===== src/rtl/seven_segment_capture.sv =====
// Seven-segment bus reader: debounces each scanned (segments, digit-select) pair,
// decodes it back to a nibble and publishes a complete scan as one frame.
module seven_segment_capture #(
  parameter int DIGITS = 4,
  parameter int STABLE = 3
) (
  input  logic                  clk,
  input  logic                  rst,
  input  logic [6:0]            seg_in,
  input  logic [DIGITS-1:0]     dig_sel,
  input  logic                  clr_err,
  output logic [4*DIGITS-1:0]   digits_out,
  output logic                  frame_valid,
  output logic                  seg_err,
  output logic [2:0]            err_digit
);

  localparam logic [3:0]        STAB = 4'(STABLE);
  localparam logic [DIGITS-1:0] ONE  = DIGITS'(1);

  logic [6:0]          seg_q;
  logic [DIGITS-1:0]   dig_q;
  logic [3:0]          stab_cnt;
  logic [3:0]          cnt_next;
  logic                hit;
  logic                hit_next;
  logic [DIGITS-1:0]   mask;
  logic [4*DIGITS-1:0] shadow;
  logic                mask_full;
  logic                one_hot;
  logic                commit;
  logic [2:0]          idx;
  logic [3:0]          dec;
  logic                bad;

  // A run commits once: hit fires only on the edge where the counter first saturates.
  always_comb begin
    cnt_next = 4'd1;
    if ((seg_in == seg_q) && (dig_sel == dig_q)) begin
      cnt_next = (stab_cnt == STAB) ? stab_cnt : stab_cnt + 4'd1;
    end
    hit_next  = (cnt_next == STAB) && (stab_cnt != STAB);
    one_hot   = (dig_q != '0) && ((dig_q & (dig_q - ONE)) == '0);
    commit    = hit && one_hot;
    mask_full = &mask;
  end

  always_comb begin
    idx = '0;
    for (int i = 0; i < DIGITS; i++) begin
      if (dig_q[i]) idx = 3'(i);
    end
  end

  always_comb begin
    dec = 4'hE;
    case (seg_q)
      7'b1111110: dec = 4'h0;
      7'b0110000: dec = 4'h1;
      7'b1101101: dec = 4'h2;
      7'b1111001: dec = 4'h3;
      7'b0110011: dec = 4'h4;
      7'b1011011: dec = 4'h5;
      7'b1011111: dec = 4'h6;
      7'b1110000: dec = 4'h7;
      7'b1111111: dec = 4'h8;
      7'b1111011: dec = 4'h9;
      7'b0000000: dec = 4'hF;
      default:    dec = 4'hE;
    endcase
    bad = (dec == 4'hE);
  end

  always_ff @(posedge clk) begin
    if (rst) begin
      seg_q       <= '0;
      dig_q       <= '0;
      stab_cnt    <= '0;
      hit         <= 1'b0;
      mask        <= '0;
      shadow      <= '1;
      digits_out  <= '1;
      frame_valid <= 1'b0;
      seg_err     <= 1'b0;
      err_digit   <= '0;
    end else begin
      seg_q       <= seg_in;
      dig_q       <= dig_sel;
      stab_cnt    <= cnt_next;
      hit         <= hit_next;
      frame_valid <= mask_full;
      if (mask_full) digits_out <= shadow;

      // A commit coinciding with the frame hand-off seeds the next frame's mask.
      if (mask_full) mask <= commit ? dig_q : '0;
      else if (commit) mask <= mask | dig_q;

      for (int i = 0; i < DIGITS; i++) begin
        if (commit && dig_q[i]) shadow[4*i +: 4] <= dec;
      end

      if (commit && bad) begin
        seg_err   <= 1'b1;
        err_digit <= idx;
      end else if (clr_err) begin
        seg_err   <= 1'b0;
      end
    end
  end

endmodule


===== config.mk =====
export PLATFORM = sky130hd
export DESIGN_NAME = seven_segment_capture
export DESIGN_NICKNAME = d
export VERILOG_FILES = /design/src/rtl/seven_segment_capture.sv
export SDC_FILE = /design/constraint.sdc
export NUM_CORES = 1
export LEC_CHECK = 0
export CAP_MARGIN = 20
export CORE_MARGIN = 2
export CORE_UTILIZATION = 50
export DETAILED_ROUTE_END_ITERATION = 8
export HOLD_SLACK_MARGIN = 0.1
export PLACE_DENSITY = 0.82
export SLEW_MARGIN = 20
export SYNTH_ARGS = -nofsm -noshare
export SYNTH_HDL_FRONTEND = slang
export SYNTH_SLANG_ARGS = --single-unit

===== constraint.sdc =====
create_clock -name clk -period 2.6 [get_ports clk]
set_input_delay 0.52 -clock clk [delete_from_list [all_inputs] [get_ports clk]]
set_output_delay 0.52 -clock clk [all_outputs]
set_load 0.1 [all_outputs]

Word level (Yosys, flattened, before mapping)
Cells that the tools add are included.
{"block": "word_totals", "reg_bits": 57, "inputBits": 14, "out_inout_bits": 21, "elab_cells": 59}
{"block": "classes", "n_reduce_logical": 15, "n_mux": 11, "addsub": 2, "bitwise": 2, "eq_ne": 16}
{"cell": "$eq 7x7->1 const B", "n": 8}
{"cell": "$pmux 4 s11", "n": 1}
{"cell": "$mux 4", "n": 5}
{"cell": "$eq 7x6->1 const B", "n": 2}
{"cell": "$logic_and 1x1->1", "n": 9}
{"cell": "$eq 4x2->1 const B", "n": 2}
{"cell": "$eq 7x7->1", "n": 1}
{"cell": "$logic_not 7->1", "n": 1}
{"cell": "$mux 3", "n": 2}
{"cell": "$add 4x1->4 const B", "n": 1}
{"cell": "$and 4x4->4", "n": 1}
{"cell": "$eq 4x4->1", "n": 1}
{"cell": "$eq 4x4->1 const B", "n": 1}
{"cell": "$logic_not 4->1", "n": 1}
{"cell": "$ne 4x2->1 const B", "n": 1}
{"cell": "$or 4x4->4", "n": 1}
{"cell": "$reduce_and 4->1", "n": 1}
{"cell": "$reduce_bool 2->1", "n": 2}
{"cell": "$reduce_bool 4->1", "n": 1}
{"cell": "$sub 4x1->4 const B", "n": 1}
{"cell": "$mux 1", "n": 3}

Longest topological paths before layout
{"block": "depth", "word_depth": 7, "ltp_mapped": 7, "mapped_depth_nobuf": 5}

Worst setup path after synthesis
No wires, ideal clock.
{"block": "synth_timing", "kind": "register to register", "start": "reg seg_q[5]", "end": "reg err_digit[0]", "period_less_slack_ns": 1.912, "arrival_ns": 1.842, "slack_ns": 0.688, "path_stages_with_launch": 7, "setup_ns": 0.070, "required_time_ns": 2.530, "n_path_buf": 1, "path_cell_list": "dfxtp_1 -> buf_6 -> or4_4 -> or4_4 -> o311a_4 -> a41o_1 -> a21oi_1"}
{"block": "synth_between", "elab_chain_cells": 4, "word_cells_on_any_way": 14, "cone_classes": "eq/ne: 11; mux: 1; reduce/logical: 2"}
{"item": "start: declaration", "line": "21", "rtl": "logic [6:0] seg_q;"}
{"item": "start signal: assignment", "line": "87", "rtl": "seg_q <= seg_in;"}
{"item": "$eq 7x7->1 (tied with other cells)", "line": "57", "rtl": "case (seg_q)"}
{"item": "$pmux 4 s11 (*)", "line": "57"}
{"item": "$eq 4x4->1 (*)", "line": "71", "rtl": "bad = (dec == 4'hE);"}
{"item": "$logic_and 1x1->1 (*)", "line": "102", "rtl": "if (commit && bad) begin"}
{"item": "end signal: assignment", "line": "104", "rtl": "err_digit <= idx;"}
{"item": "end: declaration", "line": "15", "rtl": "output logic [2:0] err_digit"}
Every way passes the cells marked *; elsewhere a longest branch is shown, timed or not.
A chain may end at the register's enable or synchronous reset.

Worst setup path after layout
{"block": "layout_timing", "start": "reg seg_q[5]", "end": "reg shadow[2]"}
{"block": "layout_between", "elab_chain_cells": 2, "word_cells_on_any_way": 12, "cone_classes": "eq/ne: 10; mux: 1; reduce/logical: 1"}
{"item": "$eq 7x7->1 (tied with other cells)", "line": "57"}
{"item": "$pmux 4 s11 (*)", "line": "57"}
{"item": "end signal: assignment", "line": "81", "rtl": "shadow <= '1;"}
{"item": "end signal: indexed assignment", "line": "99", "rtl": "if (commit && dig_q[i]) shadow[4*i +: 4] <= dec;"}
{"item": "end: declaration", "line": "28", "rtl": "logic [4*DIGITS-1:0] shadow;"}
Marked as above.

==> flow_summary_export.csv <==
group,metric,value,unit
drt,first_pass_iters,7,
floorplan,die_w,73.1,um
global_routing,grt_overflow,0,
global_routing,grtUsageTotal,18.3,%
power,leakagePower,1.12,nW
drt,ant_nets,0,
clock_tree,cts_made_buffers,5,
logic_synthesis,synth_area,2390,sq um
critical_path,crit_type,"reg -> reg",
clock_tree,cts_hold_buf,0,
sta,skew,0.00641,ns
critical_path,timing.critical_path.from_type,"flop",
drt,via_per_inst,5.54,
critical_path,arrival,2.32,ns
clock_tree,post-cts-setup-buffers,0,
floorplan,die-area,5350,sq um
sta,slew_headroom,47.8,%
clock_tree,clk_path_buf_depth,2,
critical_path,regToRegSetupSlack,0.52,ns
clock_tree,ctsResizeCount,0,
critical_path,critPathRequiredTime,2.84,ns
critical_path,startpoint,"seg_q[5]$_SDFF_PP0_",
logic_synthesis,syn_nets,297,
critical_path,r2r_end,"shadow[2]$_SDFFE_PP1P_",
placement,gp_congestion,0.806,
status,outcome,"finished, final reports clean",
logic_synthesis,yosysMostFrequentCell,"dfxtp_1",
critical_path,worst_path_max_delay_cell,"dfxtp_1",
power,seq_power_share,60.3,%
global_routing,grt_pass1_wl,7.77,mm
sta,rsz0062_at_grt,"no",
logic_synthesis,yosysWarnings,0,
power,switching_share,24.5,%
layout,layout-drive-gt1-share,11.8,%
critical_path,worst-r2r-cell-count,5,
power,power_density,539,nW/um^2
job,cap_violations,0,
global_routing,grt_pass1_vias,1833,
sta,fin_tns_setup,0,ns
critical_path,end_kind,"flop",
floorplan,fp.dieH,73.1,um
logic_synthesis,synth_area_leaders,"dfxtp_1 (47%), nand2_1 (7.9%), nand3_1 (5.2%), xnor2_1 (4.4%), nor2b_1 (3.4%)",
sta,hold_viol,0,
critical_path,slowest_delay,0.55,ns
floorplan,start_util,51.3,%
power,p_switching,0.363,mW
logic_synthesis,async_flop_share,0,%
power,pwr-share-comb,7.2,%
sta,period_share,80.2,%
floorplan,pin_count,35,
clock_tree,clk_latency,0.31,ns
drt,drt_iter0_markers,80,
clock_tree,ctsHtreeMaxLevel,2,
layout,final_util,58.9,%
global_routing,grt_max_degree,25,
clock_tree,clkSlewWorstSetupHoldPaths,0.10,ns
placement,port_buffers,33,
power,peakVddDrop,0.297,mV
floorplan,rows,25,
logic_synthesis,synth_edf_count,0,
global_routing,antenna_found_initial,0,
layout,nets,318,
logic_synthesis,seq_area_frac_synth,46.9,%
drt,num_vias,1985,
layout,fin_cells,358,
logic_synthesis,synth_top_area_share,46.9,%
logic_synthesis,synthTopCellsByCount,"dfxtp_1 (56), nand2_1 (50), nand3_1 (25)",
sta,setup_viol,0,
logic_synthesis,ys_ff_latch,56,
drt,drcViolationCount,0,
power,p_int,1.12,mW
logic_synthesis,yosysTopAreaCell,"dfxtp_1",
drt,wl,4.54,mm
clock_tree,cts_tree,"yes",
clock_tree,root_buffer,"clkbuf_8",
critical_path,crit_end,"shadow[2]$_SDFFE_PP1P_",
critical_path,r2r-start,"seg_q[5]$_SDFF_PP0_",
logic_synthesis,ys_dominant_reg_cell,"dfxtp_1",
hold_path,min_path_type,"reg -> reg",
critical_path,worstPathCellList,"and3b_2 > o21ai_0 > nor4b_2 > nand3_1 > a31oi_1",
logic_synthesis,syn_avg_cell_area,8.47,sq um
logic_synthesis,syn_inst,282,
clock_tree,cts.sinks,56,
floorplan,core_area,4660,sq um
layout,areaGrowthSynthToFinish,14.9,%
layout,antenna-diode-count,0,
sta,worst_pin_slew,0.780,ns
layout,nFillCells,422,
placement,dpl.hpwl,3.37,mm
drt,avgRoutedWirePerCell,12.7,um
sta,fin_crit,2.08,ns
placement,dp_cells,350,
logic_synthesis,synth_cell_types,41,
sta,fmax,480,MHz
sta,maxSlewViolCount,0,
critical_path,cp_max_fo,11,
power,pwr-share-clk,32.5,%
[power by group through the flow]
stage,clock (mW),combinational (mW),sequential (mW)
finish,0.481,0.106,0.892
global route,0.528,0.117,0.895
CTS,0.495,0.107,0.891
detailed placement,0,0.107,0.911
global placement,0,0.105,0.910
floorplan,0,0.0923,0.892
[per-stage QoR]
stage          power (mW)  area [sq um]  setup slack (ns)  hold slack [ns]
2_1_floorplan       0.984          2390             0.688            0.440
3_3_place_gp         1.02          2650             0.641            0.446
3_5_place_dp         1.02          2650             0.559            0.448
4_1_cts              1.49          2750             0.540            0.463
5_1_grt              1.54          2750             0.359            0.494
6_report             1.48          2750             0.516            0.460
[sequential cells by signal, indices dropped and copies added (netlist names)]
register     flops
shadow          16
seg_err          1
hit              1
mask             4
dig_q            4
seg_q            7
frame_valid      1
err_digit        2
digits_out      16
stab_cnt         4
[final cells by class]
type / count / area, sq um / area share [%]
clock buffer: 5 / 68.8 / 2.51
clock inverter: 3 / 22.5 / 0.820
inverter: 4 / 15.0 / 0.547
multi-input combinational: 201 / 1150 / 42.1
sequential: 56 / 1120 / 40.8
tap: 54 / 67.6 / 2.46
timing repair buffer: 35 / 295 / 10.8
[how the worst min path moves through the flow]
stage | start | end | slack, ns | depth (start not counted)
floorplan | shadow[0]$_SDFFE_PP1P_ | digits_out[0]$_SDFFE_PP1P_ | 0.44 | 2
global placement | err_digit[1]$_SDFFE_PP0P_ | err_digit[1]$_SDFFE_PP0P_ | 0.45 | 2
detailed placement | err_digit[1]$_SDFFE_PP0P_ | err_digit[1]$_SDFFE_PP0P_ | 0.45 | 2
CTS | err_digit[1]$_SDFFE_PP0P_ | err_digit[1]$_SDFFE_PP0P_ | 0.46 | 2
global route | err_digit[1]$_SDFFE_PP0P_ | err_digit[1]$_SDFFE_PP0P_ | 0.49 | 2
finish | err_digit[1]$_SDFFE_PP0P_ | err_digit[1]$_SDFFE_PP0P_ | 0.46 | 2
[worst max-delay path, delay by kind of cell (launching register included)]
family,cells,cell delay [ns]
simple gates,3,0.91
flops,1,0.55
compound gates,2,0.54
[logic make-up after synthesis]
logic type | Yosys count | synth area share, %
flops | 56 | 46.9
buf+inv | 25 | 4.76
fa+ha+maj | 1 | 0.523
simple gates | 142 | 30.1
xor+xnor | 16 | 5.86
compound gates | 41 | 11.7
other cells | 1 | 0.157
[placed cells by master (no fill, tap or decap), types with 3 or more instances in the layout]
cell             synthesis  layout
a211oi_1                 5       5
nor2b_1                 13      13
inv_1                    4       4
nand4_1                  8       8
o21ai_0                  7       7
buf_4                    2      22
nor2_1                  15      15
clkbuf_8                 0       5
xor2_1                   4       4
o211ai_1                 8       8
clkdlybuf4s50_1          0      13
nand2b_1                 4       4
and3_1                   3       3
nor3_1                   8       8
dfxtp_1                 56      56
a31oi_1                  4       4
xnor2_1                 12      12
nand2_1                 50      50
a21oi_1                 12      12
nand3_1                 25      25
[metal layers]
layer | track usage [%] | up-vias | share of wire [%]
li1 | - | 1024 | -
met1 | 22.4 | 910 | 47
met2 | 31.8 | 47 | 47
met3 | 4.01 | 4 | 5.4
met4 | 5.56 | 0 | 0.88
met5 | 0 | - | 0
(Power assumes the default switching activity.)
